[src/rtl/exc_seq.sv]
// Exception / eret sequencer: arbitrates M-stage exceptions, interrupts and eret into CP0 update and PC redirect.
// Optional EXC_SEQ_STATS_EN adds a committed-exception counter output (exc_count).
module exc_seq (
    input  logic        clk,
    input  logic        reset,
    input  logic        m_valid,
    input  logic        m_exc,
    input  logic [4:0]  m_excode,
    input  logic        m_bd,
    input  logic [31:0] m_pc,
    input  logic        m_eret,
    input  logic        hw_int,
    input  logic        exl,
    input  logic [31:0] epc_in,
    input  logic        md_busy,
`ifdef EXC_SEQ_STATS_EN
    output logic [31:0] exc_count,
`endif
    output logic        cp0_exl_set,
    output logic        cp0_exl_clr,
    output logic [4:0]  cp0_excode,
    output logic        cp0_bd,
    output logic [31:0] cp0_epc,
    output logic        stall,
    output logic        flush,
    output logic        redirect_valid,
    output logic [31:0] redirect_pc
);

    typedef enum logic [2:0] {
        ST_IDLE     = 3'd0,
        ST_DRAIN    = 3'd1,
        ST_COMMIT   = 3'd2,
        ST_REDIRECT = 3'd3,
        ST_ERET     = 3'd4
    } state_t;

    localparam logic [31:0] EXC_VECTOR = 32'h0000_4180;

    state_t      state_r;
    logic        pend_bd_r;
    logic [31:0] pend_epc_r;

    logic        take_s;
    logic [4:0]  code_s;
    logic [31:0] epc_s;

    // A delay-slot instruction restarts at its branch, one word back.
    function automatic logic [31:0] epc_of(input logic bd, input logic [31:0] pc);
        if (bd) begin
            return pc - 32'd4;
        end else begin
            return pc;
        end
    endfunction

    // Take decision and selected cause for the instruction currently in M.
    always_comb begin
        take_s = !exl && m_valid && (hw_int || m_exc);
        if (hw_int) begin
            code_s = 5'd0;
        end else begin
            code_s = m_excode;
        end
        epc_s = epc_of(m_bd, m_pc);
    end

    // Sequencer state and all registered outputs.
    always_ff @(posedge clk or negedge reset) begin
        if (!reset) begin
            state_r        <= ST_IDLE;
            pend_bd_r      <= 1'b0;
            pend_epc_r     <= 32'd0;
            cp0_exl_set    <= 1'b0;
            cp0_exl_clr    <= 1'b0;
            cp0_excode     <= 5'd0;
            cp0_bd         <= 1'b0;
            cp0_epc        <= 32'd0;
            stall          <= 1'b0;
            flush          <= 1'b0;
            redirect_valid <= 1'b0;
            redirect_pc    <= 32'd0;
        end else begin
            cp0_exl_set    <= 1'b0;
            cp0_exl_clr    <= 1'b0;
            stall          <= 1'b0;
            flush          <= 1'b0;
            redirect_valid <= 1'b0;
            redirect_pc    <= 32'd0;
            case (state_r)
                ST_IDLE: begin
                    if (take_s) begin
                        if (hw_int && md_busy) begin
                            // Interrupt must wait for mult/div so its result is not lost.
                            state_r    <= ST_DRAIN;
                            stall      <= 1'b1;
                            pend_bd_r  <= m_bd;
                            pend_epc_r <= epc_s;
                        end else begin
                            state_r     <= ST_COMMIT;
                            cp0_exl_set <= 1'b1;
                            cp0_excode  <= code_s;
                            cp0_bd      <= m_bd;
                            cp0_epc     <= epc_s;
                            stall       <= 1'b1;
                            flush       <= 1'b1;
                        end
                    end else if (m_eret && exl && m_valid) begin
                        state_r        <= ST_ERET;
                        cp0_exl_clr    <= 1'b1;
                        redirect_valid <= 1'b1;
                        redirect_pc    <= epc_in;
                        flush          <= 1'b1;
                    end else begin
                        state_r <= ST_IDLE;
                    end
                end
                ST_DRAIN: begin
                    if (m_valid && m_exc) begin
                        state_r     <= ST_COMMIT;
                        cp0_exl_set <= 1'b1;
                        cp0_excode  <= m_excode;
                        cp0_bd      <= m_bd;
                        cp0_epc     <= epc_s;
                        stall       <= 1'b1;
                        flush       <= 1'b1;
                    end else if (!hw_int) begin
                        state_r <= ST_IDLE;
                    end else if (!md_busy) begin
                        state_r     <= ST_COMMIT;
                        cp0_exl_set <= 1'b1;
                        cp0_excode  <= 5'd0;
                        cp0_bd      <= pend_bd_r;
                        cp0_epc     <= pend_epc_r;
                        stall       <= 1'b1;
                        flush       <= 1'b1;
                    end else begin
                        state_r <= ST_DRAIN;
                        stall   <= 1'b1;
                    end
                end
                ST_COMMIT: begin
                    state_r        <= ST_REDIRECT;
                    redirect_valid <= 1'b1;
                    redirect_pc    <= EXC_VECTOR;
                    flush          <= 1'b1;
                end
                ST_REDIRECT: begin
                    state_r <= ST_IDLE;
                end
                ST_ERET: begin
                    state_r <= ST_IDLE;
                end
                default: begin
                    state_r <= ST_IDLE;
                end
            endcase
        end
    end

`ifdef EXC_SEQ_STATS_EN
    // Count each committed exception; free-running wrap.
    always_ff @(posedge clk or negedge reset) begin
        if (!reset) begin
            exc_count <= 32'd0;
        end else if (cp0_exl_set) begin
            exc_count <= exc_count + 32'd1;
        end else begin
            exc_count <= exc_count;
        end
    end
`endif

endmodule

[config.mk]
export PLATFORM = sky130hd
export DESIGN_NAME = exc_seq
export DESIGN_NICKNAME = d
export VERILOG_FILES = /design/src/rtl/exc_seq.sv
export SDC_FILE = /design/constraint.sdc
export NUM_CORES = 1
export LEC_CHECK = 0
export CORE_MARGIN = 2
export CORE_UTILIZATION = 42
export DETAILED_ROUTE_END_ITERATION = 8
export PLACE_DENSITY = 0.83
export SLEW_MARGIN = 15
export SYNTH_ARGS = -nofsm -noshare
export SYNTH_HDL_FRONTEND = slang
export SYNTH_SLANG_ARGS = --single-unit
[constraint.sdc]
create_clock -name clk -period 2.4 [get_ports clk]
set_clock_uncertainty 0.1 [all_clocks]
set_input_delay 0.48 -clock clk [delete_from_list [all_inputs] [get_ports clk]]
set_output_delay 0.48 -clock clk [all_outputs]
set_load 0.005 [all_outputs]
==> flow_summary.yaml <==
synthesis:
  yosys-top-cells-area: "dfrtp_1 56%, nand2_1 5.4%, and2_1 4.0%, nor2_1 3.7%, o21ai_0 3.6%"
  synth.yosys.warnings: 0
  synth_top_area_share_pct: 56.2
  postSynthRegisterBits: 111
  netlist_area_um2: 4950
  synth_enable_flop_cells: 0
  synth-async-reset-ratio_pct: 100
  largest_area_contributor_in_the_synthesized_netlist: "dfrtp_1"
  synth.yosys.seq_area_share_pct: 56.2
  syn_inst: 496
  synth-main-ff-cell: "dfrtp_1"
  syn-mean-instance-area_um2: 9.97
  ys_types: 49
  synth.net_count: 575
detailed_routing:
  drt-total-wl_um: 15900
  drt-initial-drc-count: 416
  route.antenna.remaining_nets: 0
  via_per_inst: 5.46
  wire_per_inst_um: 18.1
  via_count: 4795
  route.detailed.drc: 0
  detail_route.first_pass.iterations: 5
global_route:
  number_of_antenna_violations_at_the_first_check_in_global_routing: 0
  global_route_wire_length_before_repair_um: 25100
  grt_pass1_vias: 5016
  gr-usage-all-layers_pct: 25.0
  grt_max_degree: 56
  grt-ovfl-total: 0
timing:
  fin_crit_sh_pct: 102
  worst_slack_ns: -0.0426
  fin_worst_hold_slack_ns: 0.384
  slew_headroom_pct: 70.7
  timing.final.hold_violations: 0
  worstMarginPinSlew_ns: 0.440
  final_max_slew_viol_count: 0
  setup_viol_count_final: 4
  max_freq_ghz: 0.409
  layout_min_cycle_time_ns: 2.44
  grt_setup_unrepaired: "true"
placed_design:
  hpwlAfterDp_um: 11200
  gp_congestion: 0.880
  place.port_buffers: 152
  placed_cells: 850
die:
  die_x_um: 113
  starting_density_of_the_core_pct: 43.1
  num_rows: 39
  die-area_um2: 12700
  placeableCoreArea_um2: 11500
  io_pins: 153
  height_of_the_die_um: 113
critical_path:
  rr_startpoint: "state_r[1]"
  reg2reg_slack_ns: -0.04
  r2r_end: "cp0_epc[31]"
  timing.critical_path.mode_cell: "or4_4"
  critical_path.slowest_cell: "or4_4"
  end_kind: "flip-flop"
  maximum_fanout_count_along_the_critical_path: 4
  r2r.worst_path.cells: 7
  critPathKind: "primary input to flip-flop"
  critical_path_required_ns: 2.59
  worstPathArrival_ns: 2.63
  crit_cells: 6
  crit_path_max_incr_delay_ns: 0.59
  cp_num_buf_inv: 1
  critical_path_cell_by_cell: "clkdlybuf4s50_1, nor3_2, nand4b_1, or4_4, or4_4, nand3_2"
  critPathLaunchType: "primary input"
  crit_path_max_delay_family: "simple AND/OR/NAND/NOR gates"
layout:
  mostFrequentLayoutCells: "135 x clkdlybuf4s50_1, 111 x dfrtp_1, 88 x buf_4"
  finish.utilization_pct: 68.9
  stdcell_count: 878
  antennaDiodeCount: 0
  num-nets-final: 809
  area_delta_synth_final_pct: 59.8
  layout_cells_sized_above_1_pct: 22.7
  layout_commonest_cell: "clkdlybuf4s50_1"
outcome:
  run_status: "complete, but fails checks"
  violations: "setup timing"
worst_hold_path:
  whs_endpoint: "pend_epc_r[21]"
  holdCritPathClass: "flip-flop to flip-flop"
  worst_hold_startpoint: "pend_epc_r[21]"
  hold_path_depth: 2
clock_network:
  cts-buffers-inserted: 9
  cts_root_buf: "clkbuf_16"
  cts_max_path_buffers: 2
  clock-sinks: 111
  cts_tree: "yes"
  clk-insertion-delay-late_ns: 0.35
  htree_num_levels: 3
  path_clk_slew_ns: 0.07
power_and_ir_drop:
  max-vdd-ir-drop_uv: 602
  power.density_cell_area_nw_per_um2: 902
  cellLeakagePower_nw: 3.60
job:
  max_cap_viol_count: 0
## cell type report
| cell class | count | area [um^2] |
|---|---|---|
| Sequential cell | 111 | 2780 |
| Clock inverter | 6 | 88.8 |
| Multi-Input combinational cell | 354 | 2260 |
| Clock buffer | 10 | 239 |
| Inverter | 5 | 26.3 |
| Tap cell | 143 | 179 |
| Fill cell | 807 | 3560 |
| Timing Repair Buffer | 249 | 2340 |
## routing by layer
metal	global-route usage [%]	routed length, um
met2	43.7	8390
met4	10.9	550
met1	30.8	6120
met3	4.16	868
met5	0	0
## metrics by stage
stage | total power [mW] | instance area, um^2 | TNS, ns | worst slack (ns)
after floorplan | 3.85 | 4970 | -0.0684 | -0.0245
after detailed placement | 5.37 | 7240 | -29.34 | -0.580
after CTS | 7.06 | 7720 | -0.0711 | -0.0460
after global placement | 5.21 | 7240 | -26.36 | -0.522
after global routing | 7.51 | 7910 | -0.616 | -0.0937
final | 7.13 | 7910 | -0.0992 | -0.0426
## synth_stat cells, drive strengths merged (2+ instances only)
cell and number:
nor2 49, nor3b 3, a221oi 2, a31oi 3, nand2 71, nor3 24, mux2 4, nand2b 2
a21o 9, nand4b 3, mux2i 4, inv 5, or4 5, nand4 6, o21ai 37, nand3 15
xor2 8, buf 7, or3 2, or4b 4, dfrtp 111, nor4b 3, and3 5, clkbuf 19
xnor2 19, a21oi 5, and2 32, a211oi 18, nor4 8
## registers in the layout, summed over array words and instances, names as in the netlist
register and cells:
cp0_epc 32, stall 1, redirect_pc 32, redirect_valid 1, cp0_exl_set 1, cp0_excode 5, cp0_bd 1, state_r 3
flush 1, pend_bd_r 1, pend_epc_r 32, cp0_exl_clr 1
## tightest hold or removal path, stage by stage, from the launching register on
cell and delay [ns]:
dfrtp_1 0.35, nand2_1 0.04, o21ai_0 0.06
## logic make-up (layout without fill, tap and decap cells)
| logic type | Yosys count | in the layout | synth area share (%) |
|---|---|---|---|
| AND/OR/NAND/NOR | 238 | 238 | 24.3 |
| flip-flops | 111 | 111 | 56.2 |
| AO/OA/AOI/OAI | 80 | 80 | 10.1 |
| buffers and inverters | 31 | 270 | 2.71 |
| XOR/XNOR | 27 | 27 | 4.78 |
| multiplexers | 8 | 8 | 1.72 |
| adder cells (fa/ha/maj) | 1 | 1 | 0.253 |
## what timing repair did
item                                    in CTS  in global routing
gates cloned                                 1                  0
gates resized for setup                     27                 46
endpoints found under the hold margin       30                  0
endpoints found under the setup margin      44                 40
pin swaps                                   10                 16
setup buffers                                6                  4
hold buffers                                 1                  0
## how the worst max path moves through the flow
| stage | startpoint | slack, ns | to |
|---|---|---|---|
| after detailed placement | m_pc[24] | -0.58 | cp0_epc[30] |
| after CTS | state_r[0] | -0.05 | cp0_epc[27] |
| after floorplan | m_valid | -0.02 | cp0_epc[27] |
| after global routing | state_r[1] | -0.09 | cp0_epc[31] |
| final | m_pc[14] | -0.04 | cp0_epc[27] |
| after global placement | m_valid | -0.52 | cp0_epc[29] |
## report_power, final
part | total [mW] | internal (mW) | switching [mW]
sequential | 2.93 | 2.54 | 0.390
combinational | 2.61 | 1.44 | 1.16
clock | 1.60 | 0.866 | 0.734
total | 7.13 | 4.84 | 2.29
Note: power is estimated with default switching activity, not from simulation.
